==> config.mk <==
export PLATFORM = sky130hd
export DESIGN_NAME = camera_ctrl_fsm
export DESIGN_NICKNAME = d
export VERILOG_FILES = /design/src/rtl/camera_pkg.sv /design/src/rtl/exp_time_reg.sv /design/src/rtl/camera_ctrl_fsm.sv
export SDC_FILE = /design/constraint.sdc
export NUM_CORES = 1
export LEC_CHECK = 0
export ABC_AREA = 1
export BUFFER_PORTS_ARGS = -buffer_cell sky130_fd_sc_hd__buf_2
export CAP_MARGIN = 15
export CELL_PAD_IN_SITES_DETAIL_PLACEMENT = 2
export CELL_PAD_IN_SITES_GLOBAL_PLACEMENT = 2
export CORE_ASPECT_RATIO = 1.5
export CORE_MARGIN = 3
export CORE_UTILIZATION = 30
export DETAILED_ROUTE_END_ITERATION = 16
export PLACE_DENSITY_LB_ADDON = 0.1
export SLEW_MARGIN = 5
export SYNTH_ARGS = -nofsm -noshare
export SYNTH_HDL_FRONTEND = slang
export SYNTH_SLANG_ARGS = --single-unit
==> constraint.sdc <==
create_clock -name clk -period 3.78 [get_ports clk]
set_clock_uncertainty 0.05 [all_clocks]
set_input_delay 0.378 -clock clk [delete_from_list [all_inputs] [get_ports clk]]
set_output_delay 0.378 -clock clk [all_outputs]
set_load 0.01 [all_outputs]
==> src/rtl/camera_pkg.sv <==
// Shared types and constants for the camera control slice: FSM states,
// exposure-time limits and readout phase markers.
package camera_pkg;

  typedef enum logic [1:0] {
    IDLE     = 2'd0,
    EXPOSURE = 2'd1,
    READOUT  = 2'd2
  } state_t;

  localparam int EXP_W       = 5;
  localparam int EXP_MIN     = 2;
  localparam int EXP_MAX     = 30;
  localparam int EXP_DEFAULT = 10;

  // Readout runs phases 0..RD_LAST; row 1 owns 0..RD_ROW1_LAST, row 2 the rest.
  localparam logic [2:0] RD_ROW1_LAST = 3'd2;
  localparam logic [2:0] RD_LAST      = 3'd5;
  localparam logic [2:0] RD_ADC_ROW1  = 3'd1;
  localparam logic [2:0] RD_ADC_ROW2  = 3'd4;

endpackage

==> src/rtl/exp_time_reg.sv <==
// Saturating up/down exposure-time register; steps once per cycle while a
// single button is held and load_en is high.
module exp_time_reg #(
  parameter int EXP_W = 5,
  parameter logic [EXP_W-1:0] EXP_MIN = EXP_W'(2),
  parameter logic [EXP_W-1:0] EXP_MAX = EXP_W'(30),
  parameter logic [EXP_W-1:0] EXP_DEFAULT = EXP_W'(10)
) (
  input  logic             clk,
  input  logic             reset,
  input  logic             load_en,
  input  logic             inc,
  input  logic             dec,
  output logic [EXP_W-1:0] exp_time
);

  // Both buttons together cancel out; limits clamp rather than wrap.
  always_ff @(posedge clk or posedge reset) begin
    if (reset) begin
      exp_time <= EXP_DEFAULT;
    end else if (load_en) begin
      if (inc && !dec && (exp_time < EXP_MAX)) begin
        exp_time <= exp_time + 1'b1;
      end else if (dec && !inc && (exp_time > EXP_MIN)) begin
        exp_time <= exp_time - 1'b1;
      end
    end
  end

endmodule

==> src/rtl/camera_ctrl_fsm.sv <==
// Top-level camera control FSM: owns the exposure setting, drives the timer
// and sequences erase/expose/row-enable/ADC lines for one capture.
module camera_ctrl_fsm #(
  parameter int EXP_W = camera_pkg::EXP_W,
  parameter logic [EXP_W-1:0] EXP_MIN = EXP_W'(camera_pkg::EXP_MIN),
  parameter logic [EXP_W-1:0] EXP_MAX = EXP_W'(camera_pkg::EXP_MAX),
  parameter logic [EXP_W-1:0] EXP_DEFAULT = EXP_W'(camera_pkg::EXP_DEFAULT)
) (
  input  logic             clk,
  input  logic             reset,
  input  logic             init,
  input  logic             exp_increase,
  input  logic             exp_decrease,
  input  logic             exposure_done,
  output logic             set_time,
  output logic             enable,
  output logic [EXP_W-1:0] exp_time,
  output logic             erase,
  output logic             expose,
  output logic             nre_1,
  output logic             nre_2,
  output logic             adc
);

  import camera_pkg::*;

  state_t     state, state_nxt;
  logic [2:0] rd_ph, rd_ph_nxt;
  logic       exp_load_en;

  always_ff @(posedge clk or posedge reset) begin
    if (reset) begin
      state <= IDLE;
      rd_ph <= 3'd0;
    end else begin
      state <= state_nxt;
      rd_ph <= rd_ph_nxt;
    end
  end

  // rd_ph only advances inside READOUT and is parked at 0 everywhere else.
  always_comb begin
    state_nxt = state;
    rd_ph_nxt = 3'd0;
    case (state)
      IDLE: begin
        if (init) state_nxt = EXPOSURE;
      end
      EXPOSURE: begin
        if (exposure_done) state_nxt = READOUT;
      end
      READOUT: begin
        if (rd_ph == RD_LAST) begin
          state_nxt = IDLE;
        end else begin
          rd_ph_nxt = rd_ph + 3'd1;
        end
      end
      default: state_nxt = IDLE;
    endcase
  end

  always_comb begin
    set_time = 1'b0;
    enable   = 1'b0;
    erase    = 1'b0;
    expose   = 1'b0;
    nre_1    = 1'b1;
    nre_2    = 1'b1;
    adc      = 1'b0;
    case (state)
      IDLE: begin
        set_time = 1'b1;
        erase    = 1'b1;
      end
      EXPOSURE: begin
        enable = 1'b1;
        expose = 1'b1;
      end
      READOUT: begin
        nre_1 = !(rd_ph <= RD_ROW1_LAST);
        nre_2 = !((rd_ph > RD_ROW1_LAST) && (rd_ph <= RD_LAST));
        adc   = (rd_ph == RD_ADC_ROW1) || (rd_ph == RD_ADC_ROW2);
      end
      default: begin
        set_time = 1'b1;
        erase    = 1'b1;
      end
    endcase
  end

  // init wins over the buttons, and the setting is frozen outside IDLE.
  assign exp_load_en = (state == IDLE) && !init;

  exp_time_reg #(
    .EXP_W      (EXP_W),
    .EXP_MIN    (EXP_MIN),
    .EXP_MAX    (EXP_MAX),
    .EXP_DEFAULT(EXP_DEFAULT)
  ) u_exp_time_reg (
    .clk     (clk),
    .reset   (reset),
    .load_en (exp_load_en),
    .inc     (exp_increase),
    .dec     (exp_decrease),
    .exp_time(exp_time)
  );

endmodule

==> impl_metrics.env <==
export IMPL_ctsHoldBuffers=0
export IMPL_drt_iter0_drc=11
export IMPL_synth_mux_area_frac=0
export IMPL_crit_top_cell="nand2_1"
export IMPL_timing_fmax_mhz=491
export IMPL_worstPathRequired_ps=3880
export IMPL_synth_area_sq_um=708
export IMPL_synth_compound_area_share=0.0989
export IMPL_ant_nets=0
export IMPL_die_area_sq_um=2990
export IMPL_largest_register_ffs=5
export IMPL_synth_simple_gate_area_frac=0.272
export IMPL_clk_pin_slew_ps=60
export IMPL_fin_crit_ps=2040
export IMPL_crit_chain="nand2_1 > o21ai_2 > ha_1 > nand3_1 > nand3_1 > nand2_1 > nand2_1 > o21ai_0 > nand2_1"
export IMPL_setup_worst_path_class="flop to flop"
export IMPL_ctsResizeCount=0
export IMPL_status="completed"
export IMPL_post_route_period_util=0.539
export IMPL_first_global_vias=733
export IMPL_worstSetupStartpointType="flop"
export IMPL_synth_seq_area_share=0.357
export IMPL_synth_top_area_share=0.283
export IMPL_syn2layout_area_growth_pct=17.5
export IMPL_die_y_um=65.5
export IMPL_synth_top_family_by_area="simple AND/OR/NAND/NOR gates"
export IMPL_synthTopCellsByArea="dfrtp_1, nand2_1, ha_1"
export IMPL_antenna_found_initial=0
export IMPL_cts_root_buf="clkbuf_4"
export IMPL_cap_violations=0
export IMPL_synthAdderAreaFrac=0.134
export IMPL_yosys_warnings=0
export IMPL_start_util=0.333
export IMPL_cts_setup_buffers=0
export IMPL_layout_common_cells="nand2_1, buf_2, inv_1, nor2_1, dfrtp_1"
export IMPL_critical_path_buf_inv_count=0
export IMPL_globalRouteOverflowTotal=0
export IMPL_p_leak_nw=0.449
export IMPL_critPathTopFamily="flip-flops"
export IMPL_powerDensity_nw_per_um2=794
export IMPL_drcViolationCount=0
export IMPL_synth_area_per_cell_sq_um=7.53
export IMPL_grt_use_total=0.142
export IMPL_ys_seq_elements=10
export IMPL_routed_wl_um=1780
export IMPL_slowest_delay_ps=590
export IMPL_io_pins=18
export IMPL_hpwl_um=1570
export IMPL_grt_max_degree=11
export IMPL_diodes=0
export IMPL_gp_congestion=0.720
export IMPL_stdcell_count=135
export IMPL_postLayoutCoreUtil=0.391
export IMPL_layout_commonest_cell="nand2_1"
export IMPL_cp_max_fo=6
export IMPL_clk_path_buf_depth=2
export IMPL_cpMaxStageDelayCell="dfstp_2"
export IMPL_rsz0062_at_grt="false"
export IMPL_core_area_sq_um=2130
export IMPL_cts_buffers=3
export IMPL_synth_top_area_cell="dfrtp_1"
export IMPL_ir_worst_vdd_mv=0.333
export IMPL_tns_ps=0
export IMPL_critPathCaptureType="flop"
export IMPL_critPathArrivalTime_ps=2140
export IMPL_tightest_slew_ps=385
export IMPL_hold_path_class="input pin to async pin"
export IMPL_wl_per_cell_um=13.2
export IMPL_yosys_cell_types_count=20
export IMPL_drt_pass1_iterations=3
export IMPL_die_w_um=45.7
export IMPL_setup_viol=0
export IMPL_clock_sinks=10
export IMPL_syn_inst=94
export IMPL_total_power_mw=0.660
export IMPL_num_rows=20
export IMPL_htree_levels=1
export IMPL_drv_slew=0
export IMPL_fin_nets=127
export IMPL_dr_total_vias=658
export IMPL_slew_headroom=0.743
export IMPL_final_hold_violation_count=0
export IMPL_insertion_delay_ps=270
export IMPL_viasPerCell=4.87
export IMPL_syn_nets=107
export IMPL_numPortBuffers=17
export IMPL_drive_gt1_frac=0.239
export IMPL_cts_tree="built"
export IMPL_place_inst=131
export IMPL_synth_xor_area_share=0.0371
export IMPL_grt_pass1_wl_um=3080
## synth_stat cells, drive strengths merged
cell type and number:
xnor2 3, fa 1, nand3 5, nor3 1
ha 6, a211oi 1, dfrtp 8, a21oi 3
nand2 24, nor2 14, o21ai 8, nand3b 1
inv 15, buf 2, dfstp 2
## power breakdown
| group | leakage [nW] | switching [mW] | internal, mW |
|---|---|---|---|
| registers | 0.124 | 0.0540 | 0.156 |
| logic | 0.310 | 0.221 | 0.153 |
| clock network | 0.0150 | 0.0359 | 0.0408 |
| total | 0.449 | 0.311 | 0.349 |
## area by class of cell
class | instances | area [sq um]
Sequential cell | 10 | 253
Timing Repair Buffer | 17 | 85.1
Inverter | 15 | 56.3
Multi-Input combinational cell | 67 | 384
Tap cell | 22 | 27.5
Fill cell | 260 | 1290
Clock buffer | 4 | 26.3
## per-layer routing
| metal | GRT usage | up-vias | share of wire |
|---|---|---|---|
| met5 | 0 | - | 0 |
| met1 | 0.135 | 306 | 0.34 |
| met2 | 0.271 | 18 | 0.59 |
| li1 | - | 329 | - |
| met3 | 0.0247 | 5 | 0.040 |
| met4 | 0.0659 | 0 | 0.026 |
## kinds of logic (layout without fill, tap and decap cells)
logic type,after synthesis,in the layout
buffers and inverters,17,36
XOR/XNOR,3,3
AO/OA/AOI/OAI,12,12
adder cells (fa/ha/maj),7,7
AND/OR/NAND/NOR,45,45
flip-flops,10,10
## final timing paths
kind,to,from,slack [ps],cells past startpoint
max,u_exp_time_reg.exp_time[4]$_DFFE_PP0P_,u_exp_time_reg.exp_time[1]$_DFFE_PP1P_,1740,9
min,state[1]$_DFFE_PP0P_,reset,30,2
min reg2reg,rd_ph[0]$_DFF_PP0_,rd_ph[0]$_DFF_PP0_,440,1
min in group clk,u_exp_time_reg.exp_time[1]$_DFFE_PP1P_,init,370,4
max in group asynchronous,u_exp_time_reg.exp_time[1]$_DFFE_PP1P_,reset,3340,2
max reg2reg,u_exp_time_reg.exp_time[4]$_DFFE_PP0P_,u_exp_time_reg.exp_time[1]$_DFFE_PP1P_,1740,9
## per-stage QoR
stage                     setup slack (ps)  instance area, sq um  hold slack [ps]
after floorplan                       1900                   708              167
after global placement                1760                   806              322
after detailed placement              1720                   806              330
after CTS                             1710                   832             42.5
after global routing                  1570                   832             58.9
final                                 1740                   832             26.7
Note: power is estimated with default switching activity, not from simulation.
